--- src/rtl/booleanfpga_sevenseg_mux_if.sv ---
// Load bus for the seven-segment driver: one frame of digit data, decimal
// points and blanking mask, transferred with a valid/ready handshake.
interface booleanfpga_sevenseg_mux_if #(
    parameter int NUM_DIGITS = 8
);
    logic [4*NUM_DIGITS-1:0] digit_data;
    logic [NUM_DIGITS-1:0]   dp_in;
    logic [NUM_DIGITS-1:0]   blank_in;
    logic                    data_valid;
    logic                    data_ready;

    modport master (
        output digit_data,
        output dp_in,
        output blank_in,
        output data_valid,
        input  data_ready
    );

    modport slave (
        input  digit_data,
        input  dp_in,
        input  blank_in,
        input  data_valid,
        output data_ready
    );
endinterface

--- src/rtl/booleanfpga_sevenseg_mux.sv ---
// Multiplexed seven-segment driver: banked cathodes, double-buffered tear-free
// loads, per-digit blanking, anti-ghosting guard time and PWM brightness.
module booleanfpga_sevenseg_mux #(
    parameter int NUM_DIGITS   = 8,
    parameter int BANKS        = 2,
    parameter int DIGIT_CYCLES = 100000,
    parameter int GUARD_CYCLES = 1000,
    parameter int BRIGHT_W     = 4
) (
    input  logic                              clk,
    input  logic                              reset,
    booleanfpga_sevenseg_mux_if.slave         load,
    input  logic [BRIGHT_W-1:0]               brightness,
    output logic                              frame_start,
    output logic [NUM_DIGITS-1:0]             AN,
    output logic [8*BANKS-1:0]                cat
);

    localparam int DPB    = NUM_DIGITS / BANKS;
    localparam int IDX_W  = (NUM_DIGITS > 1) ? $clog2(NUM_DIGITS) : 1;
    localparam int SLOT_W = $clog2(DIGIT_CYCLES);

    localparam logic [SLOT_W-1:0] SLOT_LAST = SLOT_W'(DIGIT_CYCLES - 1);
    localparam logic [SLOT_W-1:0] GUARD_L   = SLOT_W'(GUARD_CYCLES);
    localparam logic [IDX_W-1:0]  IDX_LAST  = IDX_W'(NUM_DIGITS - 1);

    // Segment decode, {CG..CA}, active low.
    function automatic logic [6:0] seg7(input logic [3:0] nib);
        logic [6:0] s;
        case (nib)
            4'h0: s = 7'b1000000;
            4'h1: s = 7'b1111001;
            4'h2: s = 7'b0100100;
            4'h3: s = 7'b0110000;
            4'h4: s = 7'b0011001;
            4'h5: s = 7'b0010010;
            4'h6: s = 7'b0000010;
            4'h7: s = 7'b1111000;
            4'h8: s = 7'b0000000;
            4'h9: s = 7'b0010000;
            4'hA: s = 7'b0001000;
            4'hB: s = 7'b0000011;
            4'hC: s = 7'b1000110;
            4'hD: s = 7'b0100001;
            4'hE: s = 7'b0000110;
            default: s = 7'b0001110;
        endcase
        return s;
    endfunction

    logic [SLOT_W-1:0]       slot_cnt;
    logic [IDX_W-1:0]        digit_idx;
    logic [BRIGHT_W-1:0]     pwm_cnt;

    logic [4*NUM_DIGITS-1:0] pend_data, act_data;
    logic [NUM_DIGITS-1:0]   pend_dp, act_dp;
    logic [NUM_DIGITS-1:0]   pend_blank, act_blank;
    logic                    pend_full;

    logic                    slot_end, frame_end, capture;
    logic                    on_p0;
    logic [NUM_DIGITS-1:0]   an_p0;
    logic [8*BANKS-1:0]      cat_p0;
    logic                    wrap_p1;

    assign slot_end  = (slot_cnt == SLOT_LAST);
    assign frame_end = slot_end && (digit_idx == IDX_LAST);
    assign capture   = load.data_valid && !pend_full;
    assign load.data_ready = !pend_full;

    // Scan timebase
    always_ff @(posedge clk or posedge reset) begin
        if (reset) begin
            slot_cnt  <= '0;
            digit_idx <= '0;
            pwm_cnt   <= '0;
        end else begin
            pwm_cnt <= pwm_cnt + BRIGHT_W'(1);
            if (slot_end) begin
                slot_cnt  <= '0;
                digit_idx <= frame_end ? '0 : digit_idx + IDX_W'(1);
            end else begin
                slot_cnt <= slot_cnt + SLOT_W'(1);
            end
        end
    end

    // Capture only while empty and commit only while full, so the two never
    // collide: data captured on a wrap cycle waits for the following wrap.
    always_ff @(posedge clk or posedge reset) begin
        if (reset) begin
            pend_data  <= '0;
            pend_dp    <= '0;
            pend_blank <= '1;
            pend_full  <= 1'b0;
            act_data   <= '0;
            act_dp     <= '0;
            act_blank  <= '1;
        end else begin
            if (capture) begin
                pend_data  <= load.digit_data;
                pend_dp    <= load.dp_in;
                pend_blank <= load.blank_in;
            end
            if (frame_end && pend_full) begin
                act_data  <= pend_data;
                act_dp    <= pend_dp;
                act_blank <= pend_blank;
            end
            if (capture) begin
                pend_full <= 1'b1;
            end else if (frame_end) begin
                pend_full <= 1'b0;
            end
        end
    end

    // Stage p0: lit decision and cathode pattern from the current scan state
    assign on_p0 = (slot_cnt >= GUARD_L) && (pwm_cnt <= brightness);

    always_comb begin
        an_p0  = '1;
        cat_p0 = '1;
        for (int i = 0; i < NUM_DIGITS; i++) begin
            if (on_p0 && (digit_idx == IDX_W'(i)) && !act_blank[i]) begin
                an_p0[i]               = 1'b0;
                cat_p0[8*(i/DPB) +: 8] = {~act_dp[i], seg7(act_data[4*i +: 4])};
            end
        end
    end

    // Stage p1: registered pins; frame_start lags the index wrap by one more cycle
    always_ff @(posedge clk or posedge reset) begin
        if (reset) begin
            AN          <= '1;
            cat         <= '1;
            wrap_p1     <= 1'b0;
            frame_start <= 1'b0;
        end else begin
            AN          <= an_p0;
            cat         <= cat_p0;
            wrap_p1     <= frame_end;
            frame_start <= wrap_p1;
        end
    end

endmodule

--- src/flat_wrapper.sv ---
// flat-port wrapper written by rule: the top's interface ports become plain ports
module booleanfpga_sevenseg_mux_flat 
#(
    parameter int NUM_DIGITS   = 8,
    parameter int BANKS        = 2,
    parameter int DIGIT_CYCLES = 100000,
    parameter int GUARD_CYCLES = 1000,
    parameter int BRIGHT_W     = 4
)
  (clk, reset, brightness, frame_start, AN, cat, load_digit_data, load_dp_in, load_blank_in, load_data_valid, load_data_ready);
  booleanfpga_sevenseg_mux_if #(.NUM_DIGITS(NUM_DIGITS)) load_i ();
  input  logic clk;
  input  logic reset;
  input  logic [BRIGHT_W-1:0] brightness;
  output logic frame_start;
  output logic [NUM_DIGITS-1:0] AN;
  output logic [8*BANKS-1:0] cat;
  input wire logic [$bits(load_i.digit_data)-1:0] load_digit_data;
  input wire logic [$bits(load_i.dp_in)-1:0] load_dp_in;
  input wire logic [$bits(load_i.blank_in)-1:0] load_blank_in;
  input wire logic [$bits(load_i.data_valid)-1:0] load_data_valid;
  output wire logic [$bits(load_i.data_ready)-1:0] load_data_ready;
  assign load_i.digit_data = load_digit_data;
  assign load_i.dp_in = load_dp_in;
  assign load_i.blank_in = load_blank_in;
  assign load_i.data_valid = load_data_valid;
  assign load_data_ready = load_i.data_ready;
  booleanfpga_sevenseg_mux #(.NUM_DIGITS(NUM_DIGITS), .BANKS(BANKS), .DIGIT_CYCLES(DIGIT_CYCLES), .GUARD_CYCLES(GUARD_CYCLES), .BRIGHT_W(BRIGHT_W)) u_core (.clk(clk), .reset(reset), .load(load_i), .brightness(brightness), .frame_start(frame_start), .AN(AN), .cat(cat));
endmodule
--- config.mk ---
export PLATFORM = sky130hd
export DESIGN_NAME = booleanfpga_sevenseg_mux_flat
export DESIGN_NICKNAME = d
export VERILOG_FILES = /design/src/rtl/booleanfpga_sevenseg_mux_if.sv /design/src/rtl/booleanfpga_sevenseg_mux.sv /design/src/flat_wrapper.sv
export SDC_FILE = /design/constraint.sdc
export NUM_CORES = 1
export LEC_CHECK = 0
export BUFFER_PORTS_ARGS = -buffer_cell sky130_fd_sc_hd__clkbuf_2
export CORE_UTILIZATION = 54
export CTS_CLUSTER_SIZE = 12
export DETAILED_ROUTE_END_ITERATION = 8
export PLACE_DENSITY = 0.77
export SETUP_SLACK_MARGIN = 0.3
export SLEW_MARGIN = 20
export SYNTH_ARGS = -nofsm -noshare
export SYNTH_HDL_FRONTEND = slang
export SYNTH_SLANG_ARGS = --single-unit
--- constraint.sdc ---
create_clock -name clk -period 4.3 [get_ports clk]
set_input_delay 0.43 -clock clk [delete_from_list [all_inputs] [get_ports clk]]
set_output_delay 0.43 -clock clk [all_outputs]
set_load 0.1 [all_outputs]
==> flow_metrics.tcl <==
set metrics [dict create \
    drive_above_1_share_pct 36.3 \
    yosys.area.top_type "dfrtp_1" \
    core-area_mm2 0.0151 \
    peakVddDrop_mv 0.295 \
    crit_arrival_ns 3.18 \
    finClkSkew_ns 0.00831 \
    track_usage_pct 22.6 \
    setup_viol 0 \
    worstSetupPathType "flop to flop" \
    vias_per_cell 5.89 \
    finalNetCount 879 \
    antenna_found_initial 0 \
    synth_area_leaders "dfrtp_1 32%, mux2_2 14%, dfstp_2 13%" \
    synth.avg_cell_area_um2 11.8 \
    io_pins 81 \
    ys.flop_type "dfrtp_1" \
    post_cts_resized 0 \
    diodes 0 \
    clkTransAtPathRegs_ns 0.06 \
    start_util_pct 55.0 \
    end_kind "flop" \
    synthCells 703 \
    rsz0062_at_grt "false" \
    slew_viol_final 0 \
    post-cts-setup-buffers 0 \
    crit_path_max_fanout 49 \
    synth_nets 819 \
    initialDrtViolationCount 374 \
    worst_pin_slew_ns 1.07 \
    htreeDepth 4 \
    slew_headroom_pct 28.3 \
    die_h_um 126 \
    drv_cap 0 \
    syn_to_final_growth_pct 12.7 \
    clk_latency_ns 0.42 \
    drt-wirelength-per-cell_um 17.6 \
    hold_ws_ns 0.175 \
    wl_met2_um 8310 \
    drc 0 \
    ant_nets 0 \
    hold_viol 0 \
    utilization_pct 61.9 \
    yosys_warnings 0 \
    met1_length_um 7460 \
    setup_tns_ns 0 \
    dr.pass1.iters 7 \
    startpoint_type "flop" \
    synth_edf_count 0 \
    die_w_um 126 \
    reg2reg_slack_ns 1.42 \
    grt_pass1_vias 5582 \
    status "finished, final reports clean" \
    syn_area_mm2 0.00833 \
    synth-async-reset-ratio_pct 100 \
    grt_max_degree 148 \
    rows 45 \
    fillers 1143 \
    highest_layer "met4" \
    p_leak_nw 4.18 \
    synth_seq_cells 147 \
    die-area_mm2 0.0159 \
    synth.yosys.seq_area_share_pct 44.8 \
    io_buffers 80 \
    cts_tree "yes" \
    overflow 0 \
    cts.sinks 147 \
    clockBufferDepth 2 \
    hold_buffers 0 \
    finalCritPeriodShare_pct 66.9 \
    synth.top_cell.area_share_pct 32.2 \
    layout_min_cycle_time_ns 2.88 \
    cts-buffers-inserted 17 \
    wl_met3_um 854 \
    wl_um 17000 \
    hold_path_class "primary input to asynchronous set/reset pin" \
    pre_cts_ws_ns 1.46 \
    cts-root-buf "clkbuf_16" \
    critPathRequiredTime_ns 4.61 \
    synth.distinct_cells 63 \
    place_congestion 0.878 \
    grt_pass1_wl_um 28300 \
    vias 5681 \
    max_freq_mhz 348 \
    place_hpwl_um 11700 \
    power_density_mw_per_mm2 327 \
    setup_ws_ns 1.42 \
]
[critical path: stages, from the launching register on]
cell and delay (ns):
dfrtp_1 0.42, ha_1 0.24, and4_1 0.32, and4b_1 0.56
and3_4 0.78, mux2_2 0.42
[flip-flops by register name, indices dropped and copies added, names as in the netlist]
signal,count
u_core.act_data,32
u_core.pend_data,32
u_core.slot_cnt,17
u_core.cat,16
u_core.AN,8
u_core.act_blank,8
u_core.act_dp,8
u_core.pend_blank,8
u_core.pend_dp,8
u_core.pwm_cnt,4
u_core.digit_idx,3
u_core.frame_start,1
u_core.pend_full,1
u_core.wrap_p1,1
[per-stage QoR]
| stage | instance area, um2 | cells | total power, mW |
|---|---|---|---|
| after floorplan | 8330 | 703 | 1.55 |
| after global placement | 8790 | 932 | 1.60 |
| after detailed placement | 8790 | 932 | 1.61 |
| after CTS | 9380 | 964 | 3.09 |
| after global routing | 9380 | 964 | 3.17 |
| final | 9380 | 964 | 3.07 |
[cell type report]
| type | instances | area [um2] | area share (%) |
|---|---|---|---|
| timing repair buffer | 83 | 435 | 4.64 |
| clock inverter | 13 | 148 | 1.57 |
| clock buffer | 19 | 443 | 4.72 |
| sequential | 147 | 3730 | 39.7 |
| inverter | 38 | 146 | 1.56 |
| multi-input combinational | 476 | 4250 | 45.3 |
| tap | 188 | 235 | 2.51 |
[worst paths after layout]
check / start / end / depth (start not counted)
setup reg to reg: u_core.slot_cnt[0] / u_core.act_data[13] / 5
setup / recovery: u_core.slot_cnt[0] / u_core.act_data[13] / 5
hold reg to reg: u_core.wrap_p1 / u_core.frame_start / 0
max in group asynchronous: reset / u_core.act_data[19] / 3
min in group clk: load_digit_data[29] / u_core.pend_data[29] / 2
hold / removal: reset / u_core.pwm_cnt[1] / 3
[power by group]
group,switching (mW),internal [mW],total (mW)
Combinational,0.0492,0.0590,0.108
Clock,0.606,0.878,1.48
Sequential,0.0303,1.44,1.47
Total,0.685,2.38,3.07
[Yosys cell counts (7+ instances only)]
cell	number
dfrtp_1	107
mux2_2	105
ha_1	61
dfstp_2	40
inv_1	38
mux2i_1	30
clkbuf_1	27
nand2_1	26
nor2_1	26
nand3_1	19
o21ai_0	16
nor2b_1	15
nand2b_1	13
nor3_1	12
xnor2_1	11
a21oi_1	10
mux2_4	9
mux4_2	8
o211ai_1	8
a211oi_1	7
[metal layers]
metal	track usage, %	vias to the layer above
met2	36.4	161
met5	0	-
met1	30.0	2832
met3	4.80	27
met4	8.79	0
li1	-	2661
[kinds of logic (layout without fill, tap and decap cells)]
kind of cell    Yosys count  after routing  synth area share, %
mux                     152            152                 21.6
buf+inv                  80            153                 4.30
xor+xnor                 14             14                 1.47
compound gates          101            101                 8.88
flops                   147            147                 44.8
fa+ha+maj                61             61                 9.17
simple gates            148            148                 9.80
[cells in the final DEF (no fill, tap or decap), types with 7 or more instances in the layout]
| cell type | Yosys | routed |
|---|---|---|
| a211oi_1 | 7 | 7 |
| a21oi_1 | 10 | 10 |
| clkbuf_16 | 0 | 17 |
| clkbuf_2 | 1 | 80 |
| dfrtp_1 | 107 | 107 |
| dfstp_2 | 40 | 40 |
| ha_1 | 61 | 61 |
| inv_1 | 38 | 37 |
| mux2_2 | 105 | 105 |
| mux2_4 | 9 | 9 |
| mux2i_1 | 30 | 30 |
| mux4_2 | 8 | 8 |
| nand2_1 | 26 | 26 |
| nand2b_1 | 13 | 13 |
| nand3_1 | 19 | 19 |
| nor2_1 | 26 | 26 |
| nor2b_1 | 15 | 14 |
| nor3_1 | 12 | 12 |
| o211ai_1 | 8 | 8 |
| o21ai_0 | 16 | 16 |
| xnor2_1 | 11 | 11 |
Power figures use the tool's default switching activity.
